===== config.mk =====
export PLATFORM = sky130hd
export DESIGN_NAME = fir_sample_serializer
export DESIGN_NICKNAME = d
export VERILOG_FILES = /design/src/rtl/fir_sample_serializer.sv
export SDC_FILE = /design/constraint.sdc
export NUM_CORES = 1
export LEC_CHECK = 0
export BUFFER_PORTS_ARGS = -buffer_cell sky130_fd_sc_hd__buf_2
export CORE_ASPECT_RATIO = 1.2
export CORE_MARGIN = 4
export CORE_UTILIZATION = 55
export CTS_CLUSTER_SIZE = 30
export DETAILED_ROUTE_END_ITERATION = 8
export GPL_TIMING_DRIVEN = 0
export PLACE_DENSITY = 0.83
export RECOVER_POWER = 25
export SLEW_MARGIN = 15
export SYNTH_ARGS = -nofsm -noshare
export SYNTH_HDL_FRONTEND = slang
export SYNTH_SLANG_ARGS = --single-unit

===== constraint.sdc =====
create_clock -name clk -period 1.8 [get_ports clk]
set_input_delay 0.09 -clock clk [delete_from_list [all_inputs] [get_ports clk]]
set_output_delay 0.09 -clock clk [all_outputs]
set_load 0.01 [all_outputs]

===== src/rtl/fir_sample_serializer.sv =====
// rtl/fir_sample_serializer.sv - parallel sample to SPI mode 0 serial DAC shifter
//
// Purpose: output end of the FIR datapath. Accepts one parallel sample per
// valid/ready handshake and shifts it out MSB-first with SPI mode 0 framing
// (sclk idles low, data stable across the rising edge, changes on falling).
//
// Ports:
//   clk      - single clock, all state changes on its rising edge
//   rst      - asynchronous active-low reset
//   s_data   - parallel sample, N bits, passed through unmodified
//   s_valid  - s_data is valid
//   s_ready  - block can accept a sample
//   sclk     - serial clock, idle low, half-period CLK_DIV clk cycles
//   cs_n     - active-low frame select
//   sdo      - serial data, MSB first
//   busy     - inverse of s_ready
module fir_sample_serializer #(
  parameter int N       = 16,
  parameter int CLK_DIV = 4
) (
  input  logic         clk,
  input  logic         rst,
  input  logic [N-1:0] s_data,
  input  logic         s_valid,
  output logic         s_ready,
  output logic         sclk,
  output logic         cs_n,
  output logic         sdo,
  output logic         busy
);

  localparam int DW = (CLK_DIV > 1) ? $clog2(CLK_DIV) : 1;
  localparam int BW = $clog2(N + 1);
  localparam logic [DW-1:0] DIV_LAST = DW'(CLK_DIV - 1);
  localparam logic [BW-1:0] BIT_LAST = BW'(N - 1);

  typedef enum logic [1:0] {
    IDLE  = 2'd0,
    SHIFT = 2'd1,
    GAP   = 2'd2
  } state_t;

  state_t         state, state_nx;
  logic [N-1:0]   shreg, shreg_nx;
  logic [BW-1:0]  bit_cnt, bit_cnt_nx;
  logic [DW-1:0]  div_cnt, div_cnt_nx;
  logic           s_ready_nx;
  logic           sclk_nx;
  logic           cs_n_nx;

  // sdo is the shift register MSB. The register is cleared at the end of
  // every frame, so sdo reads 0 in GAP and IDLE without a separate flop.
  assign sdo  = shreg[N-1];
  assign busy = ~s_ready;

  always_ff @(posedge clk or negedge rst) begin
    if (!rst) begin
      state   <= IDLE;
      shreg   <= '0;
      bit_cnt <= '0;
      div_cnt <= '0;
      s_ready <= 1'b1;
      sclk    <= 1'b0;
      cs_n    <= 1'b1;
    end else begin
      state   <= state_nx;
      shreg   <= shreg_nx;
      bit_cnt <= bit_cnt_nx;
      div_cnt <= div_cnt_nx;
      s_ready <= s_ready_nx;
      sclk    <= sclk_nx;
      cs_n    <= cs_n_nx;
    end
  end

  always_comb begin
    state_nx   = state;
    shreg_nx   = shreg;
    bit_cnt_nx = bit_cnt;
    div_cnt_nx = div_cnt;
    s_ready_nx = s_ready;
    sclk_nx    = sclk;
    cs_n_nx    = cs_n;

    case (state)
      IDLE: begin
        // s_ready is registered and only high in IDLE, so a valid arriving
        // on the edge that leaves GAP is not taken until the next edge.
        if (s_valid && s_ready) begin
          state_nx   = SHIFT;
          shreg_nx   = s_data;
          bit_cnt_nx = '0;
          div_cnt_nx = '0;
          s_ready_nx = 1'b0;
          cs_n_nx    = 1'b0;
          sclk_nx    = 1'b0;
        end
      end

      SHIFT: begin
        if (div_cnt == DIV_LAST) begin
          div_cnt_nx = '0;
          if (!sclk) begin
            sclk_nx = 1'b1;
          end else begin
            sclk_nx = 1'b0;
            if (bit_cnt == BIT_LAST) begin
              // last falling edge closes the frame; no shift follows it
              state_nx   = GAP;
              cs_n_nx    = 1'b1;
              shreg_nx   = '0;
              bit_cnt_nx = '0;
            end else begin
              bit_cnt_nx = bit_cnt + 1'b1;
              shreg_nx   = {shreg[N-2:0], 1'b0};
            end
          end
        end else begin
          div_cnt_nx = div_cnt + 1'b1;
        end
      end

      GAP: begin
        if (div_cnt == DIV_LAST) begin
          state_nx   = IDLE;
          div_cnt_nx = '0;
          s_ready_nx = 1'b1;
        end else begin
          div_cnt_nx = div_cnt + 1'b1;
        end
      end

      default: begin
        state_nx   = IDLE;
        shreg_nx   = '0;
        bit_cnt_nx = '0;
        div_cnt_nx = '0;
        s_ready_nx = 1'b1;
        sclk_nx    = 1'b0;
        cs_n_nx    = 1'b1;
      end
    endcase
  end

endmodule


[After elaboration in Yosys (flattened, before gate mapping)]
Cells that the tools add are included.
Widths: inputs -> output; s select.
Storage, ports and cells
  flip-flop bits (word level): 28
  input port bits: 19
  output and inout bits: 5
  logic and storage cells: 58
Operators by class
  $add $sub $neg: 2
  eq/ne operators: 9
  mux-type cells: 29
  bitwise gates (word level): 3
  reductions and logical operators: 8
Operators with widths (number)
  $mux 16: 4
  $pmux 16 s3: 1
  $mux 5: 4
  $pmux 5 s3: 1
  $mux 2: 7
  $ne 2x2->1 const B: 5
  $reduce_and 5->1: 2
  $pmux 1 s3: 3
  $mux 1: 7
  $pmux 2 s3: 1
  $reduce_and 3->1: 2
  $add 5x1->5 const B: 1
  $eq 5x4->1 const B: 1
  $eq 2x2->1 const B: 2
  $pmux 2 s2: 1
  $reduce_and 4->1: 1
  $not 1->1: 3
  $add 2x1->2 const B: 1
  $eq 2x1->1 const B: 1
  $logic_not 2->1: 1
  $reduce_or 2->1: 1
  $logic_and 1x1->1: 1

[Logic depth before layout (Yosys ltp)]
Gate-level depths: netlist (run 1).
  word-level depth: 5
  depth in mapped cells: 8
  depth with buffers taken out: 6

[Worst setup path before layout (run 1)]
No wires, ideal clock.
  path type: reg-to-reg
  from: reg state[1]
  to: reg sclk
  setup time: 0.128 ns
  arrival time: 1.533 ns
  required time: 1.672 ns
  setup slack: 0.139 ns
  stages on the path, launching flop included: 7
  path buffers: 1
  period minus slack after synthesis: 1.661 ns
  path through: dfrtp_1 > inv_1 > ha_1 > a21boi_4 > or3_1 > buf_2 > mux2_1
Between the ends
  cells in the longest elaborated chain, start to end: 3
  elaborated cells on any way between the ends: 8
  classes of those cells: eq/ne (4); mux (1); bitwise (1); reduce/logical (2)
RTL lines
  start, declared: line 43  | state_t state, state_nx;
  start signal, assigned: line 66  | state <= state_nx;
  $eq 2x1->1, or another cell as far along: line 85  | case (state)
  $ne 2x2->1 (no source line) or $not 1->1 (tied branches)
  $reduce_and 3->1 (no source line)
  end signal, assigned: line 71  | sclk <= sclk_nx;
  end, declared: line 26  | output logic sclk,
Parallel ways exist; a longest one is shown, timed or not.
A chain may end at the register's enable or synchronous reset.

[Worst setup path after layout (run 1)]
Same ends and word-level chain as after synthesis.

==> run metrics, run 1 <==
initial antenna violation count=0; status=complete, no violations; crit path launch type=flop; Max Cap Viol=0; vias in the first global route=1361; area grow syn2layout=18.9%; register share of total power=34.6%; Switching Power=0.00131 W; clock share of power=13.3%; VDD IR max=1.22 mV; largest net degree at the start of global routing=29; grt ovf=0; most frequent cell after synthesis=dfrtp_1; # port buffers=23; drt total wl=3310 um; Post-synth EDFFs=0; final std cells w/o fill=207; CP endpoint kind=flop; TritonCTS clock tree=built; Detailed Place HPWL=2340 um; Antenna diodes=0; worst hold margin=0.0280 ns; Rel. slew slack=2.25%; total number of vias=1256; worst endpoint required time=2.05 ns; Fmax=577 MHz; all-layer global routing usage=20.0%; syn nets=166; Crit Path Category=flop to flop; critical path arrival=1.99 ns; Avg Inst Size Synth=10.5 sq um; Post-route DRC=0; RSZ-0062 raised after global routing=false; final core occ=68.9%; first-pass GRT wire length=5730 um; Root Driver=clkbuf_4; Pre-antenna DRT Iters=4; H-tree levels=1; Tcrit/Tclk final=96.2%; top cell type's share of synthesized area=43.6%; Comb pwr share=52.1%; sequential area share after synthesis=47.1%; I/O Pins=24; fillers=208; fin crit period=1.73 ns; register area=703 sq um; Via-to-Cell Ratio=6.07; Mapped Cells=142; worst hold path class=primary input to flop; Yosys cell types=36; total CTS buffers=3; Pleak=0.792 nW; Crit Path Max Fanout=8; Syn Std Cell Area=0.00149 sq mm; layout cells sized above 1=35.6%; CORE AREA=0.00258 sq mm; met3 wire length=179 um; worst-path cell chain=inv_2, ha_2, a21boi_4, or3_4, buf_6, mux2_1; synth top area cells=dfrtp_1 (44%), a32oi_1 (8.8%), a21oi_2 (7.0%); Worst Tran Pin Value=1.47 ns; asr flop ratio synth=100%; Clock Latency Late Sink=0.35 ns; Routed WL per cell=16.0 um; WL met1=1270 um; slowest CP cell=dfrtp_1; Die Span X=55.6 um; synthesis-stage register bit count=28; power per cell area=1790 mW/mm^2; clock-pin slew on the worst setup and hold paths=0.16 ns; switching share of power=41.1%; Final nets=199; ys flop type=dfrtp_1; total die area=0.00362 sq mm; clk sinks=28; initial DRC count=43; Die Height=65.1 um; initial core utilization=58.0%; Final Slew Violations=0; top cells by count, synth=dfrtp_1 (26), nor2_1 (16), a32oi_1 (15); Top Layer Used=met4; final setup violating endpoints=0; Max Clock Skew=0.0147 ns; dominant cell type by area after synthesis=dfrtp_1; Max stage delay on crit path=0.42 ns; placed cell count=198; Multi-input gate area=722 sq um; Internal=0.00187 W; Ys Warns=0; Rows=20; DR WL met2=1820 um; CTS max path bufs=2; Placer Congestion=0.748; Detail Route Antenna Nets=0; final hold vios=0
==> power by group through the flow <==
stage / clock [W] / combinational (W) / sequential (W)
global route: 0.000449 / 0.00184 / 0.00114
CTS: 0.000427 / 0.00161 / 0.00109
global placement: 0 / 0.00148 / 0.00109
detailed placement: 0 / 0.00155 / 0.00111
floorplan: 0 / 0.00120 / 0.00109
finish: 0.000423 / 0.00166 / 0.00110
==> routing by layer <==
metal | track usage [%] | vias to the layer above
li1 | - | 594
met1 | 21.5 | 616
met2 | 38.0 | 40
met3 | 4.32 | 6
met4 | 7.29 | 0
met5 | 0 | -
==> area by class of cell <==
type,count,area share (%)
plain buffers,10,4.44
clock buffers,3,1.27
clock inverters,1,1.69
inverters,5,1.06
multi-input cells,99,40.6
flip-flops and latches,28,39.6
well taps,33,2.32
repair buffers,28,9.01
==> placed cells by master, fill, tap and decap left out, types with 2 or more instances in the layout <==
master	instances
dfrtp_1	26
buf_2	22
nor2_1	16
a32oi_1	15
a21oi_2	12
nand2_1	8
buf_6	6
o21ai_0	6
a21oi_1	5
nor2b_1	4
nand3_1	4
inv_1	3
clkbuf_1	3
clkbuf_2	3
ha_1	3
clkbuf_4	3
inv_2	2
nor2_2	2
nand4_1	2
ha_2	2
dfstp_2	2
dlygate4sd3_1	2
buf_4	2
==> cells by family after synthesis <==
logic type	synth area share, %
buf+inv	5.86
simple gates	16.5
flops	47.1
fa+ha+maj	4.19
mux	1.42
compound gates	25.0
==> path summary, 6_finish.rpt <==
check	from	end	slack, ns	depth (start not counted)
hold reg to reg	cs_n$_DFFE_PN1P_	cs_n$_DFFE_PN1P_	0.50	2
setup reg to reg	state[1]$_DFFE_PN0P_	sclk$_DFFE_PN0P_	0.07	6
setup / recovery	state[1]$_DFFE_PN0P_	sclk$_DFFE_PN0P_	0.07	6
max in group asynchronous	rst	shreg[1]$_DFFE_PN0P_	0.35	2
hold / removal	s_data[6]	shreg[6]$_DFFE_PN0P_	0.03	3
min in group asynchronous	rst	sclk$_DFFE_PN0P_	0.60	2
==> through the flow <==
step           setup WS [ns]  setup TNS, ns  total power, W  area [sq um]
4_1_cts              0.00236              0         0.00313          1750
3_5_place_dp         -0.0691         -0.745         0.00266          1650
2_1_floorplan          0.139              0         0.00229          1490
6_report              0.0677              0         0.00318          1780
3_3_place_gp         -0.0259         -0.359         0.00257          1650
5_1_grt              0.00515              0         0.00343          1780
==> registers in the layout (all words and copies together), names as in the netlist <==
| register | count |
|---|---|
| shreg | 16 |
| sclk | 1 |
| cs_n | 1 |
| bit_cnt | 5 |
| div_cnt | 2 |
| s_ready | 1 |
| state | 2 |
==> worst max-delay path, delay by kind of cell (launching register included) <==
kind	cells	cell delay (ns)
AOI/OAI and AO/OA	1	0.16
adders and majority gates	1	0.17
buffers and inverters	2	0.20
DFF	1	0.42
muxes	1	0.31
and+or+nand+nor	1	0.38
==> repair_timing <==
item                                    in CTS  in global routing
hold buffers                                 2                  0
pin swaps                                    1                  1
cloned                                       0                  0
endpoints found under the hold margin       27                  0
endpoints found under the setup margin      18                 22
setup buffers                                3                  0
gates resized for setup                      1                 15
Power figures use the tool's default switching activity.
==> run 2, diff against run 1 <==
- CORE_UTILIZATION: 55 -> 29
- PLACE_DENSITY: 0.83 -> 0.52
- clock period: 1.8 -> 2.1 ns (I/O delays scaled with it)
==> run metrics, run 2 (synthesis gave the netlist of run 1 again) <==
switching share of power=40.3% (-0.74 points); failing checks=capacitance limit, slew limit; VDD IR max=0.738 mV (-40%); Routed WL per cell=14.6 um (-8.8%); Die Height=86.6 um (+33%); clock share of power=15.8% (+2.5 points); Internal=0.00163 W (-13%); critical path arrival=2.06 ns (+0.07 ns); fin crit period=1.85 ns (+0.116 ns); PnR worst setup slack=0.252 ns (+0.184 ns); Die Span X=73.5 um (+32%); hold_sp=s_data[0]; area grow syn2layout=19.2%; clock-pin slew on the worst setup and hold paths=0.10 ns (-0.06 ns); Antenna diodes=0 (unchanged); Detail Route Antenna Nets=0 (unchanged); max reg flops=16 (unchanged); biggest regs=shreg x16, bit_cnt x5; Max Clock Skew=0.00779 ns (-0.00688 ns); vias in the first global route=1265 (-7.1%); final hold vios=0 (unchanged); power per cell area=1540 mW/mm^2 (-14%); Root Driver=clkbuf_8; status=finished with violations; Final Slew Violations=29 (+29); Crit Path Category=flop to flop; Reg2Reg Launch Point=state[1]$_DFFE_PN0P_; # port buffers=23 (unchanged); commonest non-fill, non-tap cell in the layout=dfrtp_1; CTS max path bufs=2 (unchanged); Via-to-Cell Ratio=5.25 (-14%); final setup violating endpoints=0 (unchanged); clk sinks=28 (unchanged); Comb pwr share=49.9% (-2.2 points); Switching Power=0.00110 W (-15%); Worst Tran Pin Value=1.57 ns (+0.106 ns); Post-route DRC=0 (unchanged); Setup WS pre-CTS=0.167 ns (+0.236 ns); Fmax=541 MHz (-6.3%); CP endpoint kind=flop; crit path launch type=flop; total die area=0.00637 sq mm (+76%); total CTS buffers=3 (unchanged); Final nets=197 (-1.0%); Rows=28 (+40%); worst hold path class=primary input to flop; Top reg by flops=shreg; grt ovf=0 (unchanged); initial DRC count=45 (+4.7%); layout cells sized above 1=31.4% (-4.2 points); Pleak=0.767 nW (-3.1%); all-layer global routing usage=11.8% (-8.2 points); Placer Congestion=0.749 (+0.12%); drt total wl=3390 um (+2.3%); H-tree levels=1 (unchanged); first-pass GRT wire length=5930 um (+3.4%); fillers=514 (+150%); largest net degree at the start of global routing=29 (unchanged); initial core utilization=30.0% (-28 points); Pre-antenna DRT Iters=4 (unchanged); total number of vias=1217 (-3.1%); RSZ-0062 raised after global routing=false; Crit Path Max Fanout=10 (+2); CORE AREA=0.00497 sq mm (+93%); commonest non-fill, non-tap cells in the layout=dfrtp_1 (26), buf_2 (23), nor2_1 (16), a32oi_1 (15), a21oi_2 (12); Setup TNS=0 ns (unchanged); worst endpoint required time=2.32 ns (+0.27 ns); Rel. slew slack=-4.85% (-7.1 points); Clock Latency Late Sink=0.28 ns (-0.07 ns); initial antenna violation count=0 (unchanged); Detailed Place HPWL=2450 um (+4.8%); TritonCTS clock tree=built; Max Cap Viol=1 (+1); Tcrit/Tclk final=88.0% (-8.2 points); CP startpoint=state[1]$_DFFE_PN0P_; register share of total power=34.4% (-0.2 points); I/O Pins=24 (unchanged)
-- run 2: cell count changes in the layout (fill, tap and decap cells not counted), moves of 2 or more --
cell | before | now
buf_6 | 6 | 4
clkbuf_1 | 3 | 5
clkbuf_2 | 3 | 1
clkbuf_4 | 3 | 0
clkbuf_8 | 0 | 3
ha_1 | 3 | 5
ha_2 | 2 | 0
inv_1 | 3 | 5
inv_2 | 2 | 0
-- run 2: power by group through the flow --
stage          registers (W)  logic [W]  clock network (W)
2_1_floorplan       0.000934    0.00103                  0
3_3_place_gp        0.000941    0.00130                  0
3_5_place_dp        0.000950    0.00134                  0
4_1_cts             0.000940    0.00134           0.000449
5_1_grt             0.000976    0.00155           0.000470
6_report            0.000940    0.00136           0.000431
-- run 2: cell type report --
class / count / area, sq um / share of cell area [%]
Buffer: 10 / 70.1 / 3.94
Clock buffer: 3 / 41.3 / 2.32
Clock inverter: 1 / 30.0 / 1.69
Inverter: 5 / 18.8 / 1.05
Multi-Input combinational cell: 99 / 703 / 39.5
Sequential cell: 28 / 703 / 39.5
Tap cell: 60 / 75.1 / 4.22
Timing Repair Buffer: 26 / 139 / 7.80
-- run 2: timing repair --
item | CTS | global route
hold endpoints to repair | 26 | 0
endpoints found under the setup margin | 0 | 6
gates resized for setup | 0 | 2
hold buffers | 1 | 0
setup buffers | 0 | 2
-- run 2: worst paths after layout --
kind	endpoint	slack (ns)	depth (start not counted)
worst min-delay path	shreg[0]$_DFFE_PN0P_	0.06	3
min in group asynchronous	shreg[13]$_DFFE_PN0P_	0.74	2
worst max register to register	shreg[14]$_DFFE_PN0P_	0.25	9
max in group asynchronous	bit_cnt[4]$_DFFE_PN0P_	0.45	2
worst max-delay path	shreg[14]$_DFFE_PN0P_	0.25	9
worst min register to register	cs_n$_DFFE_PN1P_	0.50	2
-- run 2: worst max-delay path: stages (launching register included) --
cell and delay (ns):
dfrtp_1 0.39, inv_1 0.08, ha_1 0.21, buf_6 0.15, nor2b_1 0.16, nor4_4 0.27, buf_4 0.20, buf_6 0.15
nor2_1 0.06, a21oi_2 0.10
-- run 2: metal layers --
metal	track usage [%]	wire (um)	vias to the layer above	share of wire, %
li1	-	-	591	-
met1	14.5	1440	593	42
met2	19.6	1740	26	51
met3	2.20	136	7	4.0
met4	5.60	74	0	2.2
met5	0	0	-	0
-- run 2: per-stage QoR --
step                hold WS (ns)  util (%)  power (W)  instances  cell area [sq um]
floorplan                 -0.191         -    0.00196        142               1490
global placement           0.165      33.9    0.00224        225               1680
detailed placement         0.178      33.9    0.00229        225               1680
CTS                       0.0585      35.5    0.00273        230               1770
global route              0.0577      35.8    0.00299        232               1780
finish                    0.0650      35.8    0.00274        232               1780
